`config.mk`:
```
export PLATFORM = sky130hd
export DESIGN_NAME = equiv_sweep_flat
export DESIGN_NICKNAME = d
export VERILOG_FILES = /design/src/rtl/equiv_sweep_if.sv /design/src/rtl/equiv_sweep.sv /design/src/flat_wrapper.sv
export SDC_FILE = /design/constraint.sdc
export NUM_CORES = 1
export LEC_CHECK = 0
export CELL_PAD_IN_SITES_DETAIL_PLACEMENT = 1
export CELL_PAD_IN_SITES_GLOBAL_PLACEMENT = 2
export CORE_MARGIN = 3
export CORE_UTILIZATION = 25
export DETAILED_ROUTE_END_ITERATION = 6
export GPL_TIMING_DRIVEN = 0
export PLACE_DENSITY_LB_ADDON = 0.1
export SKIP_CTS_REPAIR_TIMING = 1
export SLEW_MARGIN = 5
export SYNTH_ARGS = -nofsm -noshare
export SYNTH_HDL_FRONTEND = slang
export SYNTH_SLANG_ARGS = --single-unit
```
`constraint.sdc`:
```
create_clock -name clk -period 3.1 [get_ports clk]
set_input_delay 0.465 -clock clk [delete_from_list [all_inputs] [get_ports clk]]
set_output_delay 0.465 -clock clk [all_outputs]
set_load 0.01 [all_outputs]
```
`src/rtl/equiv_sweep_if.sv`:
```
// Stimulus/result bundle between equiv_sweep (slave) and the lab harness that
// owns the two implementations under comparison (master).
interface equiv_sweep_if #(
    parameter int N_IN = 5
);
    logic            start;
    logic            out_a;
    logic            out_b;
    logic [N_IN-1:0] vec;
    logic            busy;
    logic            done;
    logic            pass;
    logic [N_IN:0]   mismatch_cnt;
    logic [N_IN-1:0] first_fail;
    logic            fail_valid;

    modport master (
        output start, out_a, out_b,
        input  vec, busy, done, pass, mismatch_cnt, first_fail, fail_valid
    );

    modport slave (
        input  start, out_a, out_b,
        output vec, busy, done, pass, mismatch_cnt, first_fail, fail_valid
    );
endinterface

```
`src/rtl/equiv_sweep.sv`:
```
// Exhaustive sequential equivalence sweep of two LAT-pipelined implementations.
// Optional EQ_STOP_ON_FAIL_EN: end the sweep at the first valid mismatch.
module equiv_sweep #(
    parameter int N_IN = 5,
    parameter int LAT  = 0
) (
    input logic         clk,
    input logic         rst,
    equiv_sweep_if.slave bus
);
    localparam logic [1:0] S_IDLE  = 2'd0;
    localparam logic [1:0] S_SWEEP = 2'd1;
    localparam logic [1:0] S_DRAIN = 2'd2;
    localparam logic [1:0] S_DONE  = 2'd3;

    localparam logic [N_IN-1:0] ALL_ONES   = '1;
    localparam logic [2:0]      DRAIN_LAST = 3'(LAT > 0 ? LAT - 1 : 0);

    logic [1:0]      state, state_n;
    logic [N_IN-1:0] vec, vec_n;
    logic [N_IN:0]   cnt, cnt_n;
    logic [N_IN-1:0] first_fail, ff_n;
    logic            fail_valid, fv_n;
    logic [2:0]      drain_cnt, drain_n;
    logic            busy, done, pass;

    logic            cmp_valid;
    logic [N_IN-1:0] cmp_vec;
    logic            miscompare;

    // Tag of the vector whose results are on out_a/out_b this cycle.
    generate
        if (LAT == 0) begin : g_direct
            assign cmp_valid = (state == S_SWEEP);
            assign cmp_vec   = vec;
        end else begin : g_tags
            logic [LAT-1:0]  tag_v;
            logic [N_IN-1:0] tag_vec [LAT];

            always_ff @(posedge clk or posedge rst) begin
                if (rst) begin
                    tag_v <= '0;
                    for (int i = 0; i < LAT; i++) begin
                        tag_vec[i] <= '0;
                    end
                end else if (state_n == S_DONE || state_n == S_IDLE) begin
                    tag_v <= '0;
                end else begin
                    tag_v[0]   <= (state == S_SWEEP);
                    tag_vec[0] <= vec;
                    for (int i = 1; i < LAT; i++) begin
                        tag_v[i]   <= tag_v[i-1];
                        tag_vec[i] <= tag_vec[i-1];
                    end
                end
            end

            assign cmp_valid = tag_v[LAT-1] && busy;
            assign cmp_vec   = tag_vec[LAT-1];
        end
    endgenerate

    assign miscompare = cmp_valid && (bus.out_a != bus.out_b);

    always_comb begin
        state_n = state;
        vec_n   = vec;
        cnt_n   = cnt;
        ff_n    = first_fail;
        fv_n    = fail_valid;
        drain_n = drain_cnt;

        case (state)
            S_IDLE, S_DONE: begin
                if (bus.start) begin
                    state_n = S_SWEEP;
                    vec_n   = '0;
                    cnt_n   = '0;
                    ff_n    = '0;
                    fv_n    = 1'b0;
                end
            end
            S_SWEEP: begin
                if (vec == ALL_ONES) begin
                    drain_n = '0;
                    state_n = (LAT > 0) ? S_DRAIN : S_DONE;
                end else begin
                    vec_n = vec + 1'b1;
                end
            end
            S_DRAIN: begin
                if (drain_cnt == DRAIN_LAST) begin
                    state_n = S_DONE;
                end else begin
                    drain_n = drain_cnt + 3'd1;
                end
            end
            default: ;
        endcase

        // miscompare is only possible while busy, so it never collides with a start.
        if (miscompare) begin
            cnt_n = cnt + 1'b1;
            if (!fail_valid) begin
                ff_n = cmp_vec;
                fv_n = 1'b1;
            end
`ifdef EQ_STOP_ON_FAIL_EN
            state_n = S_DONE;
            vec_n   = vec;
`endif
        end
    end

    always_ff @(posedge clk or posedge rst) begin
        if (rst) begin
            state      <= S_IDLE;
            vec        <= '0;
            cnt        <= '0;
            first_fail <= '0;
            fail_valid <= 1'b0;
            drain_cnt  <= '0;
            busy       <= 1'b0;
            done       <= 1'b0;
            pass       <= 1'b0;
        end else begin
            state      <= state_n;
            vec        <= vec_n;
            cnt        <= cnt_n;
            first_fail <= ff_n;
            fail_valid <= fv_n;
            drain_cnt  <= drain_n;
            busy       <= (state_n == S_SWEEP) || (state_n == S_DRAIN);
            done       <= (state_n == S_DONE);
            pass       <= (state_n == S_DONE) && (cnt_n == '0);
        end
    end

    assign bus.vec          = vec;
    assign bus.busy         = busy;
    assign bus.done         = done;
    assign bus.pass         = pass;
    assign bus.mismatch_cnt = cnt;
    assign bus.first_fail   = first_fail;
    assign bus.fail_valid   = fail_valid;
endmodule

```
`src/flat_wrapper.sv`:
```
// flat-port wrapper written by rule: the top's interface ports become plain ports
module equiv_sweep_flat 
#(
    parameter int N_IN = 5,
    parameter int LAT  = 0
)
  (clk, rst, bus_start, bus_out_a, bus_out_b, bus_vec, bus_busy, bus_done, bus_pass, bus_mismatch_cnt, bus_first_fail, bus_fail_valid);
  equiv_sweep_if #(.N_IN(N_IN)) bus_i ();
  input logic clk;
  input logic rst;
  input wire logic [$bits(bus_i.start)-1:0] bus_start;
  input wire logic [$bits(bus_i.out_a)-1:0] bus_out_a;
  input wire logic [$bits(bus_i.out_b)-1:0] bus_out_b;
  output wire logic [$bits(bus_i.vec)-1:0] bus_vec;
  output wire logic [$bits(bus_i.busy)-1:0] bus_busy;
  output wire logic [$bits(bus_i.done)-1:0] bus_done;
  output wire logic [$bits(bus_i.pass)-1:0] bus_pass;
  output wire logic [$bits(bus_i.mismatch_cnt)-1:0] bus_mismatch_cnt;
  output wire logic [$bits(bus_i.first_fail)-1:0] bus_first_fail;
  output wire logic [$bits(bus_i.fail_valid)-1:0] bus_fail_valid;
  assign bus_i.start = bus_start;
  assign bus_i.out_a = bus_out_a;
  assign bus_i.out_b = bus_out_b;
  assign bus_vec = bus_i.vec;
  assign bus_busy = bus_i.busy;
  assign bus_done = bus_i.done;
  assign bus_pass = bus_i.pass;
  assign bus_mismatch_cnt = bus_i.mismatch_cnt;
  assign bus_first_fail = bus_i.first_fail;
  assign bus_fail_valid = bus_i.fail_valid;
  equiv_sweep #(.N_IN(N_IN), .LAT(LAT)) u_core (.clk(clk), .rst(rst), .bus(bus_i));
endmodule
```
==> Yosys cells after proc, flatten, opt, wreduce, memory -nomap -nowiden <==
Cells that the tools add are included.
{ "totals": {"register_bits": 25, "latchBits": 0, "ramBits": 0, "romBits": 0, "elab_cells": 56, "n_memories": 0} }
{ "op_classes": {"add_sub_neg": 3, "multipliers": 0, "n_div": 0, "order_cmp": 0, "n_eq_ne": 12, "shifts": 0, "n_mux": 21, "bitwise": 0, "reduce_logical": 11} }
{ "ops": {"columns": ["cell", "n"], "rows": [
  ["$mux W5", 6],
  ["$mux W6", 3],
  ["$pmux W5 S2", 1],
  ["$eq A2 B2 Y1 const B", 4],
  ["$ne A2 B2 Y1 const B", 4],
  ["$add A6 B1 Y6 const B", 1],
  ["$logic_not A6 Y1", 1],
  ["$mux W2", 3],
  ["$mux W3", 2],
  ["$pmux W2 S3", 1],
  ["$pmux W3 S2", 1],
  ["$reduce_and A3 Y1", 2],
  ["$add A5 B1 Y5 const B", 1],
  ["$eq A5 B5 Y1 const B", 1],
  ["$eq A2 B1 Y1 const B", 2],
  ["$mux W1", 4],
  ["$reduce_bool A2 Y1", 2],
  ["$add A3 B1 Y3 const B", 1],
  ["$logic_not A3 Y1", 1],
  ["$logic_and A1 B1 Y1", 2],
  ["$logic_not A2 Y1", 1],
  ["$reduce_or A2 Y1", 1],
  ["$logic_or A1 B1 Y1", 1],
  ["$ne A1 B1 Y1", 1]
]} }

==> Longest topological paths before layout <==
{ "depth": {"word_depth": 6, "mapped_depth": 9, "depth_no_buf": 8} }

==> Worst setup path after synthesis <==
Ideal clock, no wire load.
{ "synth_timing": {"path_kind": "flip-flop to flip-flop", "start": "register u_core.state[0]", "end": "register u_core.pass, in the netlist u_core.bus.pass", "arrival_time_ns": 1.782, "slack_ns": 1.220, "path_stages_with_launch": 10, "path_buffers": 1, "cell_sequence": "dfrtp_1 inv_1 ha_1 buf_4 nand2_1 o31ai_1 a21oi_1 ha_1 nand3_1 nor4bb_2"} }
{ "synth_rtl": {"columns": ["item", "line_no", "text"], "rows": [
  ["from (decl)", "equiv_sweep.sv:19", "logic [1:0] state, state_n;"],
  ["from (signal assigned)", "equiv_sweep.sv:127", "state <= state_n;"],
  ["$eq A2 B2 Y1 or $logic_not A2 Y1 (tied branches)", "equiv_sweep.sv:73", "case (state)"],
  ["$reduce_or A2 Y1", "equiv_sweep.sv:73", null],
  ["$pmux W2 S3 (*)", "equiv_sweep.sv:73", null],
  ["net u_core.state_n[1]", "equiv_sweep.sv:19", null],
  ["$eq A2 B2 Y1 (*)", "equiv_sweep.sv:135", "pass <= (state_n == S_DONE) && (cnt_n == '0);"],
  ["$logic_and A1 B1 Y1 (*)", "equiv_sweep.sv:135", null],
  ["to (signal assigned)", "equiv_sweep.sv:135", null],
  ["to (decl)", "equiv_sweep.sv:25", "logic busy, done, pass;"]
]} }
Mark *: on every way through the listed nets, which the timed path passes. The rest lies on a longest branch.
A chain may end at the register's enable or synchronous reset.

==> Final worst setup path <==
Same ends and word-level chain as after synthesis.

==> reports/metrics.yaml <==
holdPathStages: 2
finalWeightedCongestion: 0.7376
layout-drive-gt1-share_pct: 7.407
rsz0062_at_grt: "false"
num-nets-final: 176
setup_violations: 0
core_mm2: 0.004911
mostFrequentLayoutCells: "dfrtp_1 (25), clkdlybuf4s50_1 (24), nand3_1 (15), o21ai_0 (13), inv_1 (13)"
fin_util_pct: 34.47
reg2regPathDepth: 9
fin_crit_ns: 2.268
status: "complete, no violations"
cts_tree: "yes"
max-clock-path-buffers: 2
worstPathArrival_ns: 2.45
diodes: 0
rows: 25
fmax_mhz: 440.9
ios: 25
wl_per_cell_um: 14.59
clkTransAtPathRegs_ns: 0.09
area_growth_pct: 27.88
netlist_area_mm2: 0.001324
hpwl_um: 2569
first_global_vias: 1214
finClkSkew_ns: 0.002211
clock_sink_count: 25
ant_nets: 0
ir_worst_vdd_v: 0.0003243
syn_area_per_cell_um2: 9.879
drt-initial-drc-count: 62
hold_viol: 0
fp.dieW_um: 78.77
root_buffer: "clkbuf_8"
finalCritPeriodShare_pct: 73.17
crit_type: "register to register"
ys_ff_latch: 25
num_vias: 1099
clock_latency_ns: 0.27
synth_nets: 147
remaining_drc_errors: 0
antenna_found_initial: 0
dp_cells: 225
power.density_mw_per_mm2: 937.4
synth.yosys.seq_area_share_pct: 47.26
worst_pin_slew_ns: 0.9934
cp.required_ns: 3.28
power_leakage_nw: 0.7431
start_util_pct: 26.96
drt-vias-per-instance: 4.799
instances_no_fill: 229
port_buffers: 24
cts_made_buffers: 3
critPathLaunchType: "register"
place_area_mm2: 0.001648
grt_max_degree: 26
critical_path.max_fanout: 10
ctsHtreeMaxLevel: 1
grt-ovfl-total: 0
yosysUniqueCellTypes: 39
final_area_mm2: 0.001693
final_common_cell: "dfrtp_1"
wl_um: 3341
die_area_mm2: 0.006204
grt_pass1_wl_um: 6175
track_usage_pct: 12.42
netlist_instances: 134
drv_cap: 0
fp.dieH_um: 78.77
relSlewSlack_pct: 33.70
dr.pass1.iters: 2
whs_ns: 0.5126
yosys_warnings: 0
fin_tns_setup_ns: 0
drv_slew: 0
hp-class: "register to register"
end_kind: "register"
==> kinds of logic after synthesis <==
logic type / after synthesis / share of synthesized area [%]
XOR/XNOR: 1 / 1.229
multiplexers: 1 / 0.7562
AND/OR/NAND/NOR: 48 / 20.23
AO/OA/AOI/OAI: 35 / 17.96
flip-flops: 25 / 47.26
adder cells (fa/ha/maj): 8 / 7.562
buffers and inverters: 16 / 5.010
==> metal layers <==
layer	wire, µm	GRT usage, %	vias to the layer above
met5	0	0	-
met4	23	2.972	0
met3	108	2.721	4
met2	1642	20.71	14
met1	1566	16.35	545
li1	-	-	536
==> synth_stat cells <==
master | count | area share [%]
dfrtp_1 | 25 | 47
nand3_1 | 15 | 5.7
inv_1 | 13 | 3.7
o21ai_0 | 13 | 4.9
nand2_1 | 11 | 3.1
ha_1 | 8 | 7.6
a22o_1 | 5 | 3.3
nor2_1 | 3 | 0.85
nor2b_1 | 3 | 1.4
o21ai_1 | 3 | 1.1
a21oi_1 | 2 | 0.76
and3_1 | 2 | 0.95
buf_2 | 2 | 0.76
nand2_2 | 2 | 0.95
nand2b_1 | 2 | 0.95
or3_1 | 2 | 0.95
a211oi_1 | 1 | 0.57
a21o_1 | 1 | 0.57
a221o_1 | 1 | 0.76
a22oi_1 | 1 | 0.57
a2bb2oi_1 | 1 | 0.66
a31oi_1 | 1 | 0.47
and2_1 | 1 | 0.47
and2_4 | 1 | 0.66
buf_4 | 1 | 0.57
mux2i_1 | 1 | 0.76
nand3b_1 | 1 | 0.57
nand4_1 | 1 | 0.47
nand4b_1 | 1 | 0.66
nand4bb_1 | 1 | 0.85
nor4_1 | 1 | 0.47
nor4bb_2 | 1 | 1.2
o211a_1 | 1 | 0.76
o211ai_1 | 1 | 0.57
o21bai_1 | 1 | 0.57
o221ai_2 | 1 | 1.1
o311ai_0 | 1 | 0.66
o31ai_1 | 1 | 0.57
xor2_2 | 1 | 1.2
==> area by class of cell <==
| type | count | area, µm² |
|---|---|---|
| tap | 67 | 83.83 |
| multi-input combinational | 93 | 631.9 |
| clock buffer | 4 | 45.04 |
| inverter | 13 | 48.80 |
| fill | 584 | 3218 |
| sequential | 25 | 625.6 |
| buffer | 3 | 17.52 |
| timing repair buffer | 24 | 240.2 |
==> registers in the layout, indices dropped and copies added (netlist names) <==
signal,count
u_core.bus.mismatch_cnt,6
u_core.bus.first_fail,5
u_core.bus.vec,5
u_core.drain_cnt,3
u_core.state,2
u_core.bus.busy,1
u_core.bus.done,1
u_core.bus.fail_valid,1
u_core.bus.pass,1
==> critical path, stage by stage, from the launching register on <==
cell and delay, ns:
dfrtp_1 0.40, inv_1 0.06, ha_1 0.28, buf_4 0.17, nand2_1 0.32, o31ai_1 0.13
a21oi_1 0.21, ha_1 0.22, nand3_1 0.12, nor4bb_2 0.27
==> per-stage QoR <==
stage	power [mW]	setup slack, ns
finish	1.587	0.8318
CTS	1.617	0.7882
floorplan	1.045	1.220
global route	1.756	0.5620
detailed placement	1.414	0.7285
global placement	1.382	0.7308
==> power by group <==
part / total (mW) / switching, mW / leakage (nW) / internal, mW
Combinational: 0.840 / 0.436 / 0.401 / 0.403
Clock: 0.195 / 0.103 / 0.0228 / 0.0920
Sequential: 0.552 / 0.109 / 0.320 / 0.443
Total: 1.59 / 0.648 / 0.743 / 0.939
==> final timing paths <==
path	end	slack, ns	startpoint
max in group asynchronous	u_core.bus.vec[0]	1.77	rst
min in group asynchronous	u_core.bus.fail_valid	0.73	rst
max	u_core.bus.pass	0.83	u_core.state[0]
min	u_core.bus.first_fail[1]	0.51	u_core.bus.first_fail[1]
max reg2reg	u_core.bus.pass	0.83	u_core.state[0]
min reg2reg	u_core.bus.first_fail[1]	0.51	u_core.bus.first_fail[1]
(Power assumes the default switching activity.)
